`src/rtl/sfifo_pkg.sv`:
```
// Shared helpers for sfifo_cnt: count-width function and parameter legality check.
package sfifo_pkg;

    function automatic int CNT_BW(input int n);
        return $clog2(n + 1);
    endfunction

    // 1 when depth and both thresholds fall in their legal ranges.
    function automatic bit params_ok(input int ndata, input int afull_th, input int aempty_th);
        return (ndata >= 2) &&
               (afull_th >= 1) && (afull_th <= ndata) &&
               (aempty_th >= 0) && (aempty_th <= ndata - 1);
    endfunction

endpackage

```
`src/rtl/sfifo_wrap_ptr.sv`:
```
// Modulo-N pointer (0..N-1) with increment, synchronous clear and async active-low reset.
module sfifo_wrap_ptr #(
    parameter int N  = 4,
    parameter int PW = (N > 1) ? $clog2(N) : 1
) (
    input  logic          i_clk,
    input  logic          i_rst,
    input  logic          inc,
    input  logic          clr,
    output logic [PW-1:0] ptr
);

    localparam logic [PW-1:0] LAST = PW'(N - 1);

    // Wrap by explicit compare so non-power-of-two depths never skip or overrun.
    always_ff @(posedge i_clk or negedge i_rst) begin
        if (!i_rst)
            ptr <= '0;
        else if (clr)
            ptr <= '0;
        else if (inc)
            ptr <= (ptr == LAST) ? '0 : ptr + PW'(1);
    end

endmodule

```
`src/rtl/sfifo_cnt.sv`:
```
// Register-based synchronous FIFO with occupancy count, almost-full/empty flags and flush.
// Optional zero-latency fall-through when empty: define SFIFO_BYPASS_EN.
module sfifo_cnt
    import sfifo_pkg::*;
#(
    parameter int BW        = 8,
    parameter int NDATA     = 4,
    parameter int AFULL_TH  = 3,
    parameter int AEMPTY_TH = 1
) (
    input  logic                        i_clk,
    input  logic                        i_rst,
    input  logic                        src_rdy,
    output logic                        src_ack,
    input  logic [BW-1:0]               i_data,
    output logic                        dst_rdy,
    input  logic                        dst_ack,
    output logic [BW-1:0]               o_data,
    input  logic                        i_flush,
    output logic [CNT_BW(NDATA)-1:0]    o_cnt,
    output logic                        o_afull,
    output logic                        o_aempty
);

    localparam int CW = CNT_BW(NDATA);
    localparam int AW = (NDATA > 1) ? $clog2(NDATA) : 1;

    localparam logic [CW-1:0] FULL_CNT = CW'(NDATA);
    localparam logic [CW-1:0] AF_TH    = CW'(AFULL_TH);
    localparam logic [CW-1:0] AE_TH    = CW'(AEMPTY_TH);

    generate
        if (!params_ok(NDATA, AFULL_TH, AEMPTY_TH)) begin : g_bad_param
            initial begin
                $error("%m: illegal parameters NDATA=%0d AFULL_TH=%0d AEMPTY_TH=%0d",
                       NDATA, AFULL_TH, AEMPTY_TH);
                $finish;
            end
        end
    endgenerate

    logic [NDATA-1:0][BW-1:0] mem;
    logic [AW-1:0]            ra, wa;
    logic [CW-1:0]            cnt, cnt_nxt;
    logic                     full, empty;
    logic                     push, pop;

    assign full  = (cnt == FULL_CNT);
    assign empty = (cnt == '0);

    // A full FIFO refuses writes even if a read happens in the same cycle.
    assign src_ack = src_rdy & ~full & ~i_flush;

`ifdef SFIFO_BYPASS_EN
    logic byp;
    assign byp     = empty & ~i_flush;
    assign dst_rdy = byp ? src_rdy : (~empty & ~i_flush);
    assign o_data  = byp ? i_data : mem[ra];
    // A word consumed straight through never lands in storage.
    assign push    = src_ack & ~(byp & dst_ack);
    assign pop     = dst_ack & ~empty & ~i_flush;
`else
    assign dst_rdy = ~empty & ~i_flush;
    assign o_data  = mem[ra];
    assign push    = src_ack;
    assign pop     = dst_ack & dst_rdy;
`endif

    always_comb begin
        cnt_nxt = cnt;
        if (i_flush)
            cnt_nxt = '0;
        else if (push && !pop)
            cnt_nxt = cnt + CW'(1);
        else if (pop && !push)
            cnt_nxt = cnt - CW'(1);
    end

    sfifo_wrap_ptr #(.N(NDATA), .PW(AW)) u_wa (
        .i_clk (i_clk),
        .i_rst (i_rst),
        .inc   (push),
        .clr   (i_flush),
        .ptr   (wa)
    );

    sfifo_wrap_ptr #(.N(NDATA), .PW(AW)) u_ra (
        .i_clk (i_clk),
        .i_rst (i_rst),
        .inc   (pop),
        .clr   (i_flush),
        .ptr   (ra)
    );

    always_ff @(posedge i_clk or negedge i_rst) begin
        if (!i_rst)
            mem <= '0;
        else if (push)
            mem[wa] <= i_data;
    end

    // Flags track the next-state count so they line up with o_cnt.
    always_ff @(posedge i_clk or negedge i_rst) begin
        if (!i_rst) begin
            cnt      <= '0;
            o_afull  <= 1'b0;
            o_aempty <= 1'b1;
        end else begin
            cnt      <= cnt_nxt;
            o_afull  <= (cnt_nxt >= AF_TH);
            o_aempty <= (cnt_nxt <= AE_TH);
        end
    end

    assign o_cnt = cnt;

endmodule

```
`config.mk`:
```
export PLATFORM = sky130hd
export DESIGN_NAME = sfifo_cnt
export DESIGN_NICKNAME = d
export VERILOG_FILES = /design/src/rtl/sfifo_pkg.sv /design/src/rtl/sfifo_wrap_ptr.sv /design/src/rtl/sfifo_cnt.sv
export SDC_FILE = /design/constraint.sdc
export NUM_CORES = 1
export LEC_CHECK = 0
export ABC_AREA = 1
export CAP_MARGIN = 15
export CORE_MARGIN = 8
export CORE_UTILIZATION = 54
export CTS_BUF_LIST = sky130_fd_sc_hd__clkbuf_8 sky130_fd_sc_hd__clkbuf_16
export DETAILED_ROUTE_END_ITERATION = 8
export GPL_TIMING_DRIVEN = 0
export PLACE_DENSITY = 0.79
export SYNTH_ARGS = -nofsm -noshare
export SYNTH_HDL_FRONTEND = slang
export SYNTH_SLANG_ARGS = --single-unit
```
`constraint.sdc`:
```
create_clock -name i_clk -period 2.3 [get_ports i_clk]
set_clock_uncertainty 0.15 [all_clocks]
set_input_delay 0.46 -clock i_clk [delete_from_list [all_inputs] [get_ports i_clk]]
set_output_delay 0.46 -clock i_clk [all_outputs]
set_load 0.01 [all_outputs]
```
; ---- After elaboration in Yosys (flattened, before gate mapping)
; Cells that the tools add are included.
[totals]
wordCells = 50
register_bits = 41
output_inout_bits = 15
[classes]
magnitude_cmp = 5
n_bitwise = 7
reduce_logical = 8
muxes = 14
n_eq_ne = 3
addsub = 4
[op_table]
columns = operator, n
row1 = $bwmux W32, 1
row2 = $bmux W8 S2, 1
row3 = $demux W8 S2, 1
row4 = $mux W8, 2
row5 = $mux W2, 6
row6 = $mux W3, 3
row7 = $lt A2 B3 Y1 const B, 2
row8 = $add A2 B1 Y2 const B, 2
row9 = $and A1 B1 Y1, 4
row10 = $eq A2 B2 Y1 const B, 2
row11 = $reduce_bool A2 Y1, 2
row12 = $add A3 B1 Y3 const B, 1
row13 = $eq A3 B3 Y1 const B, 1
row14 = $ge A3 B2 Y1 const B, 1
row15 = $le A3 B1 Y1 const B, 1
row16 = $logic_and A1 B1 Y1, 3
row17 = $logic_not A3 Y1, 1
row18 = $not A1 Y1, 3
row19 = $sub A3 B1 Y3 const B, 1
row20 = $ge A2 B1 Y1 const B, 1
row21 = $logic_not A1 Y1, 2

; ---- Logic depth before layout (Yosys ltp)
; Gate-level depths: netlist (run 1).
[depth]
word_depth = 10
depth_mapped = 12
mapped_depth_nobuf = 12

; ---- Hierarchy
; Synthesis (run 1) repeated with hierarchy kept, for this count alone.
[hier_totals]
hier_cells = 223
hier_area_um2 = 2075.7
[modules_own_cells]
columns = mod, cells_per_inst, area_per_inst_um2, n_inst
row1 = sfifo_cnt, 199, 1873.0, 1
row2 = sfifo_wrap_ptr, 12, 101.3, 2

; ---- Least setup slack after synthesis (run 1)
; No wires, ideal clock.
[synth_path]
path_type = register to register
startpoint = register cnt[0], in the netlist o_cnt[0]
endpoint = register mem[0] in the netlist's numbering
required_time_ps = 2025
arrival_ps = 1568
period_less_slack_ps = 1843
path_stages_with_launch = 7
path_slack_ps = 457
path_cell_list = dfrtp_1 > inv_1 > ha_1 > nand2_1 > nand3_4 > nor2_2 > mux2_2
[synth_between]
elab_chain_len = 4
[synth_rtl]
columns = element, line_no
row1 = "start, declared", sfifo_cnt.sv:44  ; logic [CW-1:0] cnt, cnt_nxt;
row2 = "start signal, assigned", sfifo_cnt.sv:109  ; cnt <= cnt_nxt;
row3 = $eq A3 B3 Y1, sfifo_cnt.sv:48  ; assign full = (cnt == FULL_CNT);
row4 = $not A1 Y1, sfifo_cnt.sv:52  ; assign src_ack = src_rdy & ~full & ~i_flush;
row5 = $and A1 B1 Y1 (2 in series), sfifo_cnt.sv:52
row6 = "end signal, assigned by index", sfifo_cnt.sv:99  ; mem[wa] <= i_data;
row7 = "end, declared", sfifo_cnt.sv:42  ; logic [NDATA-1:0][BW-1:0] mem;
; No other way between the ends.
; A chain may end at the register's enable or synchronous reset.

; ---- Final worst setup path (run 1)
[layout_path]
startpoint = register u_ra.ptr[0]
endpoint = output o_data[0]
[layout_between]
elab_chain_len = 2
[layout_rtl]
columns = element, line_no
row1 = "start, declared", sfifo_wrap_ptr.sv:10  ; output logic [PW-1:0] ptr
row2 = "start signal, assigned", sfifo_wrap_ptr.sv:22  ; ptr <= (ptr == LAST) ? '0 : ptr + PW'(1);
row3 = $bmux W8 S2, sfifo_cnt.sv:64  ; assign o_data = mem[ra];
row4 = $mux W8 (implied by the code), sfifo_cnt.sv:64
row5 = "end, declared", sfifo_cnt.sv:18  ; output logic [BW-1:0] o_data,
; No other way between the ends. The select of a mux whose other input is x is not followed.

==> flow_results.xml, run 1 <==
<?xml version="1.0" encoding="UTF-8"?>
<metrics>
  <group name="status">
    <metric name="status" unit="">finished, final reports clean</metric>
  </group>
  <group name="sta">
    <metric name="min_period" unit="ns">2.212</metric>
    <metric name="maxClockFrequency" unit="GHz">0.4521</metric>
    <metric name="worst_slew_margin_rel" unit="%">41.39</metric>
    <metric name="unrepaired_setup_endpoints_after_global_routing" unit="">false</metric>
    <metric name="final_min_period_over_clock_period" unit="%">96.17</metric>
    <metric name="worst_slew_pin_slew" unit="ns">0.8792</metric>
    <metric name="final_hold_violating_endpoints" unit="">0</metric>
    <metric name="setup-violations-final" unit="">0</metric>
    <metric name="final_hold_slack" unit="ns">0.1316</metric>
    <metric name="slew_violations" unit="">0</metric>
  </group>
  <group name="yosys">
    <metric name="post_synth_and_or_nand_nor_area_fraction" unit="%">13.57</metric>
    <metric name="syn-instance-count" unit="">187</metric>
    <metric name="synth.avg_cell_area" unit="um^2">10.65</metric>
    <metric name="synth.cell_area" unit="um^2">1992</metric>
    <metric name="synth_top_family_by_area" unit="">multiplexers</metric>
    <metric name="synth_sequential_area_ratio" unit="%">51.57</metric>
    <metric name="synth.net_count" unit="">208</metric>
    <metric name="post_synthesis_register_bit_count" unit="">41</metric>
    <metric name="synth-xor-area-share" unit="%">0</metric>
    <metric name="synth_compound_gate_area_share" unit="%">7.663</metric>
    <metric name="synth_mux_area_share" unit="%">18.09</metric>
    <metric name="adder_cell_fraction_of_synth_area" unit="%">5.025</metric>
    <metric name="synth.distinct_cells" unit="">20</metric>
    <metric name="yosysWarningCount" unit="">0</metric>
  </group>
  <group name="cts">
    <metric name="worst_skew_pair_later_pin_latency" unit="ns">0.29</metric>
    <metric name="ctsHtreeMaxLevel" unit="">2</metric>
    <metric name="clk_root_buffer_cell" unit="">clkbuf_8</metric>
    <metric name="cts.path.max_buffers" unit="">2</metric>
    <metric name="cts_buffers" unit="">5</metric>
    <metric name="cts_sinks" unit="">41</metric>
    <metric name="post_cts_hold_buffer_count" unit="">0</metric>
    <metric name="cts_tree" unit="">yes</metric>
    <metric name="clk_transition_reported_paths" unit="ns">0.08</metric>
  </group>
  <group name="routing">
    <metric name="detail_route.drc_violations" unit="">0</metric>
    <metric name="dr.pass1.iters" unit="">4</metric>
    <metric name="wirelength" unit="um">4070</metric>
    <metric name="dr_total_vias" unit="">1463</metric>
    <metric name="vias_per_cell" unit="">5.399</metric>
    <metric name="routed_wire_length_per_instance" unit="um">15.02</metric>
    <metric name="dr.first_iter.drc_count" unit="">71</metric>
    <metric name="drt.antenna.violating_nets" unit="">0</metric>
  </group>
  <group name="floorplan">
    <metric name="placement_rows" unit="">22</metric>
    <metric name="core_box_area" unit="um^2">3606</metric>
    <metric name="top_level_ports" unit="">28</metric>
    <metric name="floorplan.die.height" unit="um">76.74</metric>
    <metric name="start_util" unit="%">55.24</metric>
    <metric name="die_w" unit="um">76.74</metric>
    <metric name="die_footprint" unit="um^2">5888</metric>
  </group>
  <group name="critical_path">
    <metric name="cp.arrival" unit="ns">1.60</metric>
    <metric name="worstSetupPathType" unit="">reg -&gt; out</metric>
    <metric name="ff2ff_setup_slack" unit="ns">0.18</metric>
    <metric name="setup.worst_path.start_class" unit="">flip-flop</metric>
    <metric name="r2r_cells" unit="">7</metric>
    <metric name="reg2reg_from" unit="">o_cnt[1]</metric>
    <metric name="worst-path-max-fanout" unit="">10</metric>
    <metric name="critical_path.endpoint_type" unit="">output pin</metric>
    <metric name="r2r-end" unit="">mem[4]</metric>
    <metric name="cp.required" unit="ns">1.69</metric>
  </group>
  <group name="final_layout">
    <metric name="finish.net_count" unit="">244</metric>
    <metric name="insertedDiodeCount" unit="">0</metric>
    <metric name="layout-drive-gt1-share" unit="%">28.70</metric>
    <metric name="instances_no_fill" unit="">271</metric>
    <metric name="areaGrowthSynthToFinish" unit="%">21.04</metric>
  </group>
  <group name="min_path">
    <metric name="hold_path_class" unit="">in -&gt; async</metric>
  </group>
  <group name="placement">
    <metric name="dp_hpwl" unit="um">2798</metric>
    <metric name="dpl.cell_count" unit="">262</metric>
    <metric name="globalplace.congestion" unit="">0.7867</metric>
    <metric name="place.port_buffers" unit="">27</metric>
  </group>
  <group name="global_route">
    <metric name="grt_first_pass_wirelength" unit="um">6886</metric>
    <metric name="gr-total-overflow" unit="">0</metric>
    <metric name="grt.total_usage" unit="%">14.35</metric>
    <metric name="grt_pass1_vias" unit="">1442</metric>
    <metric name="grt_antenna_before_repair" unit="">0</metric>
    <metric name="grt_start_max_net_pins" unit="">42</metric>
  </group>
  <group name="pwr">
    <metric name="power.share.combinational" unit="%">35.5</metric>
    <metric name="static-leakage-power" unit="uW">0.001146</metric>
    <metric name="pint" unit="uW">1569</metric>
    <metric name="power.switching" unit="uW">768.6</metric>
    <metric name="power.clock.fraction" unit="%">20.8</metric>
    <metric name="ir_drop" unit="uV">491.0</metric>
    <metric name="p_per_area" unit="nW/um^2">969.6</metric>
    <metric name="power.share.sequential" unit="%">43.7</metric>
    <metric name="switching_share_of_total_power" unit="%">32.88</metric>
    <metric name="power.total" unit="uW">2338</metric>
  </group>
  <group name="job">
    <metric name="max-cap-violations" unit="">0</metric>
  </group>
</metrics>
worst max-delay path by stage:
stage,startpoint,endpoint,slack (ns),cells after the start
global route,u_ra.ptr[0],o_data[0],0.001,6
global placement,i_rst,o_cnt[1],-0.39,1
detailed placement,i_flush,src_ack,-0.21,5
floorplan,o_cnt[0],mem[0],0.46,6
CTS,u_ra.ptr[0],o_data[4],0.05,6
finish,u_ra.ptr[0],o_data[0],0.09,6
layout by cell type (no fill, tap or decap):
cell / n
nor2_1: 19
mux2_2: 32
clkdlybuf4s50_1: 16
buf_2: 1
nand2_1: 19
nand3b_1: 2
inv_2: 2
inv_1: 14
o21ai_0: 19
a22oi_1: 1
dlygate4sd2_1: 4
nor2_2: 5
nand4_1: 2
buf_4: 3
clkinvlp_4: 1
dfrtp_1: 40
clkbuf_2: 6
nand3_4: 1
clkbuf_8: 7
nand3_1: 7
ha_1: 8
buf_6: 1
inv_4: 2
or2_2: 1
nand3_2: 1
o22ai_1: 8
dfstp_2: 1
power by group through the flow:
stage / sequential [uW] / combinational [uW] / clock [uW]
global placement: 1030 / 872 / 0
global route: 1050 / 920 / 524
finish: 1020 / 830 / 486
detailed placement: 1040 / 886 / 0
floorplan: 1010 / 518 / 0
CTS: 1020 / 860 / 493
cells in the mapped netlist:
cell type	number	area, um^2
dfrtp_1	40	1001
nand4_1	2	12.51
nand3_1	7	35.03
mux2_2	32	360.4
dfstp_2	1	26.28
a22oi_1	1	7.510
nor2_2	5	31.28
or2_2	1	6.260
nand3b_1	2	15.01
inv_2	2	7.510
clkbuf_1	1	3.750
ha_1	8	100.1
o22ai_1	8	50.05
nand2_1	19	71.32
nand3_2	1	10.01
buf_2	2	10.01
inv_1	16	60.06
nor2_1	19	71.32
nand3_4	1	17.52
o21ai_0	19	95.09
kinds of logic (layout without fill, tap and decap cells):
group,count (synthesis),count (layout)
flip-flops,41,41
multiplexers,32,32
AO/OA/AOI/OAI,28,28
buffers and inverters,21,57
adder cells (fa/ha/maj),8,8
AND/OR/NAND/NOR,57,57
critical path: stages (launching register included):
cell and delay, ns:
dfrtp_1 0.39, buf_4 0.17, inv_4 0.10, buf_6 0.15, nor2_1 0.05, o22ai_1 0.16, dlygate4sd2_1 0.29
per-stage QoR:
| stage | utilization (%) | setup WS (ns) | instance area [um^2] | TNS, ns |
|---|---|---|---|---|
| floorplan | - | 0.4574 | 1992 | 0 |
| global placement | 64.40 | -0.3880 | 2322 | -16.93 |
| detailed placement | 64.26 | -0.2080 | 2317 | -1.697 |
| CTS | 67.49 | 0.04620 | 2434 | 0 |
| global route | 66.86 | 0.001324 | 2411 | 0 |
| finish | 66.86 | 0.08803 | 2411 | 0 |
final cells by class:
cell class | count | area [um^2]
sequential | 41 | 1027
timing repair buffer | 29 | 245.2
fill | 292 | 1195
inverter | 18 | 72.57
clock inverter | 1 | 7.507
multi-input combinational | 125 | 883.3
tap | 48 | 60.06
buffer | 3 | 32.53
clock buffer | 6 | 82.58
state kept, by name, indices dropped and copies added, names as in the netlist:
signal	flops
o_aempty	1
o_afull	1
u_wa.ptr	2
o_cnt	3
u_ra.ptr	2
mem	32
what timing repair did:
item | 4_1_cts | 5_1_grt
endpoints found under the setup margin | 10 | 6
hold endpoints to repair | 0 | 0
gates cloned | 0 | 0
buffers inserted | 2 | 0
gates resized for setup | 20 | 12
per-layer routing:
metal	GRT usage (%)	up-vias	part of all wire, %
li1	-	708	-
met5	0	-	0
met3	5.128	5	5.2
met4	3.462	0	0.88
met1	17.08	718	45
met2	23.96	32	49
Power figures use the tool's default switching activity.
==> inputs of run 2 (changes only) <==
Clock period 2.3 ns to 2.42 ns, I/O delays scaled along.
==> run 2 against run 1 <==
  * Sequential cell count unchanged
  * Critical path depth unchanged
  * Combinational power is 2.7% lower
  * Sequential share of layout area decreased by 0.55 points
  * Critical path type unchanged
  * Critical endpoint is now o_data[4]
  * First-iteration DRC count down 5.6%
  * Wire length grew 0.49%
  * Clock power shrank 4.5%
  * Highest routed layer unchanged
  * Via count decreased by 0.34%
  * Core utilization grew 0.87 points
  * Worst hold slack better by 0.021 ns
==> flow_results.xml, run 2 (synthesis gave the netlist of run 1 again) <==
<?xml version="1.0" encoding="UTF-8"?>
<metrics>
  <group name="cts">
    <metric name="clk_transition_reported_paths" unit="ns">0.08</metric>
    <metric name="cts_sinks" unit="">41</metric>
    <metric name="cts.path.max_buffers" unit="">2</metric>
    <metric name="ctsHtreeMaxLevel" unit="">2</metric>
    <metric name="cts_tree" unit="">yes</metric>
    <metric name="cts_buffers" unit="">5</metric>
    <metric name="clk_root_buffer_cell" unit="">clkbuf_8</metric>
    <metric name="worst_skew_pair_later_pin_latency" unit="ns">0.29</metric>
    <metric name="post_cts_hold_buffer_count" unit="">0</metric>
  </group>
  <group name="placement">
    <metric name="place.port_buffers" unit="">27</metric>
    <metric name="dp_hpwl" unit="um">2798</metric>
    <metric name="globalplace.congestion" unit="">0.7867</metric>
    <metric name="pre_cts_slack" unit="ns">-0.1360</metric>
  </group>
  <group name="floorplan">
    <metric name="core_box_area" unit="um^2">3606</metric>
    <metric name="top_level_ports" unit="">28</metric>
    <metric name="placement_rows" unit="">22</metric>
    <metric name="die_footprint" unit="um^2">5888</metric>
    <metric name="start_util" unit="%">55.24</metric>
    <metric name="floorplan.die.height" unit="um">76.74</metric>
    <metric name="die_w" unit="um">76.74</metric>
  </group>
  <group name="critical_path">
    <metric name="cp.arrival" unit="ns">1.64</metric>
    <metric name="cp.required" unit="ns">1.79</metric>
    <metric name="worst_setup_path_startpoint" unit="">u_ra.ptr[0]</metric>
    <metric name="worst-path-max-fanout" unit="">10</metric>
    <metric name="worstSetupPathType" unit="">reg -&gt; out</metric>
    <metric name="setup.worst_path.start_class" unit="">flip-flop</metric>
    <metric name="critical_path.endpoint_type" unit="">output pin</metric>
    <metric name="reg2reg_from" unit="">o_cnt[1]</metric>
  </group>
  <group name="final_layout">
    <metric name="layout.cells.most_common" unit="">dfrtp_1</metric>
    <metric name="layout-drive-gt1-share" unit="%">26.46</metric>
    <metric name="layout.cells.most_common_list" unit="">dfrtp_1 (40), mux2_2 (32), nor2_1 (19), o21ai_0 (19), nand2_1 (18)</metric>
    <metric name="largest_register" unit="">mem</metric>
    <metric name="fin_util" unit="%">67.73</metric>
    <metric name="largest_register_ff_count" unit="">32</metric>
    <metric name="finish.net_count" unit="">244</metric>
    <metric name="areaGrowthSynthToFinish" unit="%">22.61</metric>
    <metric name="insertedDiodeCount" unit="">0</metric>
  </group>
  <group name="sta">
    <metric name="worst_slew_margin_rel" unit="%">41.43</metric>
    <metric name="final_hold_slack" unit="ns">0.1524</metric>
    <metric name="final_hold_violating_endpoints" unit="">0</metric>
    <metric name="final_min_period_over_clock_period" unit="%">93.84</metric>
    <metric name="min_period" unit="ns">2.271</metric>
    <metric name="maxClockFrequency" unit="GHz">0.4404</metric>
    <metric name="setup-violations-final" unit="">0</metric>
    <metric name="worst_slew_pin_slew" unit="ns">0.8785</metric>
    <metric name="slew_violations" unit="">0</metric>
    <metric name="unrepaired_setup_endpoints_after_global_routing" unit="">false</metric>
    <metric name="finalWorstSetupSlack" unit="ns">0.1491</metric>
  </group>
  <group name="routing">
    <metric name="routed_wire_length_per_instance" unit="um">15.09</metric>
    <metric name="dr_total_vias" unit="">1458</metric>
    <metric name="dr.pass1.iters" unit="">4</metric>
    <metric name="detail_route.drc_violations" unit="">0</metric>
    <metric name="vias_per_cell" unit="">5.380</metric>
    <metric name="wirelength" unit="um">4090</metric>
    <metric name="dr.first_iter.drc_count" unit="">67</metric>
    <metric name="drt.antenna.violating_nets" unit="">0</metric>
  </group>
  <group name="status">
    <metric name="status" unit="">finished, final reports clean</metric>
  </group>
  <group name="global_route">
    <metric name="grt_start_max_net_pins" unit="">42</metric>
    <metric name="gr-total-overflow" unit="">0</metric>
    <metric name="grt_pass1_vias" unit="">1442</metric>
    <metric name="grt_first_pass_wirelength" unit="um">6886</metric>
    <metric name="grt_antenna_before_repair" unit="">0</metric>
    <metric name="grt.total_usage" unit="%">14.35</metric>
  </group>
  <group name="pwr">
    <metric name="static-leakage-power" unit="uW">0.001164</metric>
    <metric name="ir_drop" unit="uV">465.9</metric>
    <metric name="p_per_area" unit="nW/um^2">918.4</metric>
  </group>
  <group name="min_path">
    <metric name="hold_path_class" unit="">in -&gt; async</metric>
  </group>
  <group name="job">
    <metric name="max-cap-violations" unit="">0</metric>
  </group>
</metrics>
-- run 2: cell types whose count changed in the layout (fill, tap and decap cells not counted) --
cell            delta
inv_2              -1
inv_4              +1
clkbuf_2           -6
dlymetal6s2s_1     +1
nand2_1            -1
dlygate4sd2_1      +5
nand2_2            +1
-- run 2: worst max-delay path: stages (launching register included) --
cell	delay [ns]
dfrtp_1	0.39
buf_4	0.18
inv_4	0.10
buf_6	0.15
nor2_1	0.05
o22ai_1	0.18
dlygate4sd2_1	0.30
-- run 2: where the power goes --
group / internal, uW / total [uW] / switching [uW] / leakage (uW)
Sequential: 877 / 971 / 94.1 / 0.000517
Clock: 226 / 464 / 238 / 0.0000433
Combinational: 411 / 808 / 398 / 0.000604
-- run 2: area by class of cell --
class | instances | area (um^2)
timing repair buffer | 29 | 271.5
buffer | 3 | 32.53
fill | 287 | 1164
tap | 48 | 60.06
multi-input combinational | 125 | 885.9
inverter | 18 | 75.07
sequential | 41 | 1027
clock inverter | 1 | 7.507
clock buffer | 6 | 82.58
-- run 2: routing by layer --
metal	track usage [%]	wire, um	vias to the layer above
li1	-	-	707
met1	17.08	1827	712
met2	23.96	1986	34
met3	5.128	239	5
met4	3.462	36	0
met5	0	0	-
-- run 2: per-stage QoR --
step | power (uW) | cells | area (um^2) | TNS, ns
2_1_floorplan | 1455 | 187 | 1992 | 0
3_3_place_gp | 1808 | 262 | 2322 | -12.12
3_5_place_dp | 1829 | 262 | 2317 | -0.5920
4_1_cts | 2260 | 271 | 2437 | 0
5_1_grt | 2394 | 271 | 2442 | 0
6_report | 2243 | 271 | 2442 | 0
-- run 2: final timing paths --
kind | endpoint | slack [ns] | depth (start not counted)
setup reg to reg | mem[3] | 0.28 | 7
setup / recovery | o_data[4] | 0.15 | 6
hold reg to reg | mem[12] | 0.36 | 1
min in group i_clk | mem[12] | 0.36 | 1
hold / removal | mem[6] | 0.15 | 1
max in group asynchronous | mem[4] | 1.41 | 1
-- run 2: repair_timing --
action                     in CTS  in global routing
setup endpoints to repair      10                  1
gates resized for setup        20                  2
setup buffers                   2                  0
==> inputs of run 3 (changes only) <==
Settings changed: CORE_UTILIZATION 54 to 58, PLACE_DENSITY 0.79 to 0.84.
Clock period 2.42 ns to 2.8 ns, I/O delays scaled along.
==> run 3 against run 2 <==
  * Sequential share of layout area fell by 0.086 points
  * Via count rose by 1.8%
  * Clock power rose by 5.8%
  * Count of clock-buffer cells in the layout did not move
  * Critical path type unchanged
  * Register-to-register slack improved by 0.42 ns
  * Global-route usage rose by 4.5 points
  * Design area rose by 0.21%
  * Largest power group unchanged
  * Sequential cell count did not move
  * Combinational power fell by 9.0%
  * First-iteration DRC count rose by 85%
  * Highest routed layer unchanged
  * Setup slack got worse by 0.070 ns
  * Critical path depth did not move
==> flow_results.xml, run 3 (synthesis gave the netlist of run 1 again) <==
<?xml version="1.0" encoding="UTF-8"?>
<metrics>
  <group name="pwr">
    <metric name="power.clock.fraction" unit="%">23.6</metric>
    <metric name="power.share.sequential" unit="%">41.0</metric>
    <metric name="power.switching" unit="uW">648.5</metric>
    <metric name="static-leakage-power" unit="uW">0.001181</metric>
    <metric name="power.share.combinational" unit="%">35.4</metric>
    <metric name="ir_drop" unit="uV">458.2</metric>
    <metric name="pint" unit="uW">1429</metric>
    <metric name="p_per_area" unit="nW/um^2">848.9</metric>
    <metric name="switching_share_of_total_power" unit="%">31.21</metric>
  </group>
  <group name="global_route">
    <metric name="grt.total_usage" unit="%">18.82</metric>
    <metric name="grt_antenna_before_repair" unit="">0</metric>
    <metric name="grt_start_max_net_pins" unit="">42</metric>
    <metric name="grt_pass1_vias" unit="">1655</metric>
    <metric name="grt_first_pass_wirelength" unit="um">7824</metric>
    <metric name="gr-total-overflow" unit="">0</metric>
  </group>
  <group name="floorplan">
    <metric name="top_level_ports" unit="">28</metric>
    <metric name="core_box_area" unit="um^2">3311</metric>
    <metric name="die_w" unit="um">74.61</metric>
    <metric name="floorplan.die.height" unit="um">74.61</metric>
    <metric name="placement_rows" unit="">21</metric>
    <metric name="start_util" unit="%">60.17</metric>
    <metric name="die_footprint" unit="um^2">5566</metric>
  </group>
  <group name="placement">
    <metric name="place.port_buffers" unit="">27</metric>
    <metric name="globalplace.congestion" unit="">0.8145</metric>
    <metric name="dp_hpwl" unit="um">3277</metric>
    <metric name="dpl.cell_count" unit="">260</metric>
  </group>
  <group name="cts">
    <metric name="cts_sinks" unit="">41</metric>
    <metric name="post_cts_hold_buffer_count" unit="">0</metric>
    <metric name="clk_root_buffer_cell" unit="">clkbuf_8</metric>
    <metric name="cts_buffers" unit="">5</metric>
    <metric name="clk_transition_reported_paths" unit="ns">0.08</metric>
    <metric name="cts_setup_buffers" unit="">0</metric>
    <metric name="cts.path.max_buffers" unit="">2</metric>
    <metric name="worst_skew_pair_later_pin_latency" unit="ns">0.30</metric>
    <metric name="cts_tree" unit="">yes</metric>
    <metric name="ctsHtreeMaxLevel" unit="">2</metric>
  </group>
  <group name="critical_path">
    <metric name="worst_path_largest_cell_delay" unit="ns">0.55</metric>
    <metric name="worstSetupPathType" unit="">reg -&gt; out</metric>
    <metric name="critical_path.endpoint_type" unit="">output pin</metric>
    <metric name="r2r-end" unit="">mem[0]</metric>
    <metric name="cp.arrival" unit="ns">2.01</metric>
    <metric name="ff2ff_setup_slack" unit="ns">0.70</metric>
    <metric name="worst-path-max-fanout" unit="">10</metric>
    <metric name="timing.critical_path.cells" unit="">buf_2, inv_2, buf_4, o21ai_0, o22ai_1, clkdlybuf4s50_1</metric>
    <metric name="crit_path_max_delay_cell_type" unit="">clkdlybuf4s50_1</metric>
    <metric name="setup.worst_path.start_class" unit="">flip-flop</metric>
    <metric name="r2r_cells" unit="">6</metric>
    <metric name="reg2reg_from" unit="">o_cnt[0]</metric>
    <metric name="cp.required" unit="ns">2.09</metric>
  </group>
  <group name="sta">
    <metric name="final_hold_violating_endpoints" unit="">0</metric>
    <metric name="worst_slew_margin_rel" unit="%">41.55</metric>
    <metric name="min_period" unit="ns">2.721</metric>
    <metric name="worst_slew_pin_slew" unit="ns">0.8767</metric>
    <metric name="maxClockFrequency" unit="GHz">0.3675</metric>
    <metric name="fin_setup_tns" unit="ns">0</metric>
    <metric name="unrepaired_setup_endpoints_after_global_routing" unit="">false</metric>
    <metric name="final_min_period_over_clock_period" unit="%">97.18</metric>
    <metric name="setup-violations-final" unit="">0</metric>
    <metric name="slew_violations" unit="">0</metric>
  </group>
  <group name="final_layout">
    <metric name="insertedDiodeCount" unit="">0</metric>
    <metric name="layout.cells.most_common_list" unit="">dfrtp_1 (40), mux2_2 (32), clkdlybuf4s50_1 (22)</metric>
    <metric name="largest_register" unit="">mem</metric>
    <metric name="fillerInstances" unit="">241</metric>
    <metric name="instances_no_fill" unit="">268</metric>
    <metric name="multiInputGateArea" unit="um^2">883.3</metric>
    <metric name="layout.cells.most_common" unit="">dfrtp_1</metric>
    <metric name="layout.area.seq" unit="um^2">1027</metric>
    <metric name="layout-drive-gt1-share" unit="%">24.77</metric>
    <metric name="finish.net_count" unit="">242</metric>
    <metric name="largest_register_ff_count" unit="">32</metric>
    <metric name="areaGrowthSynthToFinish" unit="%">22.86</metric>
  </group>
  <group name="routing">
    <metric name="routed_wire_length_per_instance" unit="um">16.63</metric>
    <metric name="dr.pass1.iters" unit="">4</metric>
    <metric name="dr.first_iter.drc_count" unit="">124</metric>
    <metric name="vias_per_cell" unit="">5.537</metric>
    <metric name="wirelength" unit="um">4456</metric>
    <metric name="detail_route.drc_violations" unit="">0</metric>
    <metric name="dr_total_vias" unit="">1484</metric>
    <metric name="drt.antenna.violating_nets" unit="">0</metric>
  </group>
  <group name="min_path">
    <metric name="hold_path_class" unit="">in -&gt; async</metric>
  </group>
  <group name="status">
    <metric name="status" unit="">finished, final reports clean</metric>
  </group>
  <group name="job">
    <metric name="max-cap-violations" unit="">0</metric>
  </group>
</metrics>
## run 3: through the flow
stage	util [%]	instance area, um^2	hold WS, ns	power, uW	setup WS (ns)
6_report	73.92	2447	0.2218	2078	0.07903
5_1_grt	73.92	2447	0.3010	2203	0.004966
4_1_cts	73.55	2435	0.2509	2099	0.01578
3_5_place_dp	69.92	2315	0.3400	1602	0.06291
3_3_place_gp	70.07	2320	0.3335	1553	0.1053
2_1_floorplan	-	1992	0.1144	1258	0.9574
## run 3: worst max-delay path by stage
stage                startpoint         to  depth (start not counted)
global placement        i_flush    src_ack                          5
floorplan              o_cnt[0]     mem[0]                          6
CTS                 u_ra.ptr[0]  o_data[5]                          5
finish              u_ra.ptr[0]  o_data[6]                          6
detailed placement      i_flush    src_ack                          5
global route        u_ra.ptr[0]  o_data[2]                          6
## run 3: critical path: cells and delay by family (launching register included)
| kind | cells | cell delay, ns |
|---|---|---|
| AOI/OAI and AO/OA | 2 | 0.24 |
| buffers and inverters | 4 | 1.08 |
| DFF | 1 | 0.39 |
## run 3: power by group through the flow
| stage | combinational [uW] | sequential [uW] | clock, uW |
|---|---|---|---|
| 3_3_place_gp | 709 | 844 | 0 |
| 3_5_place_dp | 739 | 863 | 0 |
| 6_report | 735 | 851 | 491 |
| 5_1_grt | 809 | 870 | 524 |
| 4_1_cts | 750 | 851 | 498 |
| 2_1_floorplan | 425 | 832 | 0 |
## run 3: repair_timing
action,CTS,global route
gates cloned,0,0
endpoints found under the setup margin,8,4
resized for setup,3,6
## run 3: area by class of cell
cell class              instances  area share, %
flip-flops and latches         41          41.97
multi-input cells             125          36.09
repair buffers                 27          11.25
clock buffers                   6          3.374
inverters                      18          2.761
well taps                      46          2.352
clock inverters                 2          1.380
plain buffers                   3         0.8180
## run 3: metal layers
| metal | wire (um) | global-route usage (%) |
|---|---|---|
| met1 | 1799 | 20.74 |
| met2 | 2288 | 31.27 |
| met3 | 238 | 5.526 |
| met4 | 130 | 11.30 |
| met5 | 0 | 0 |
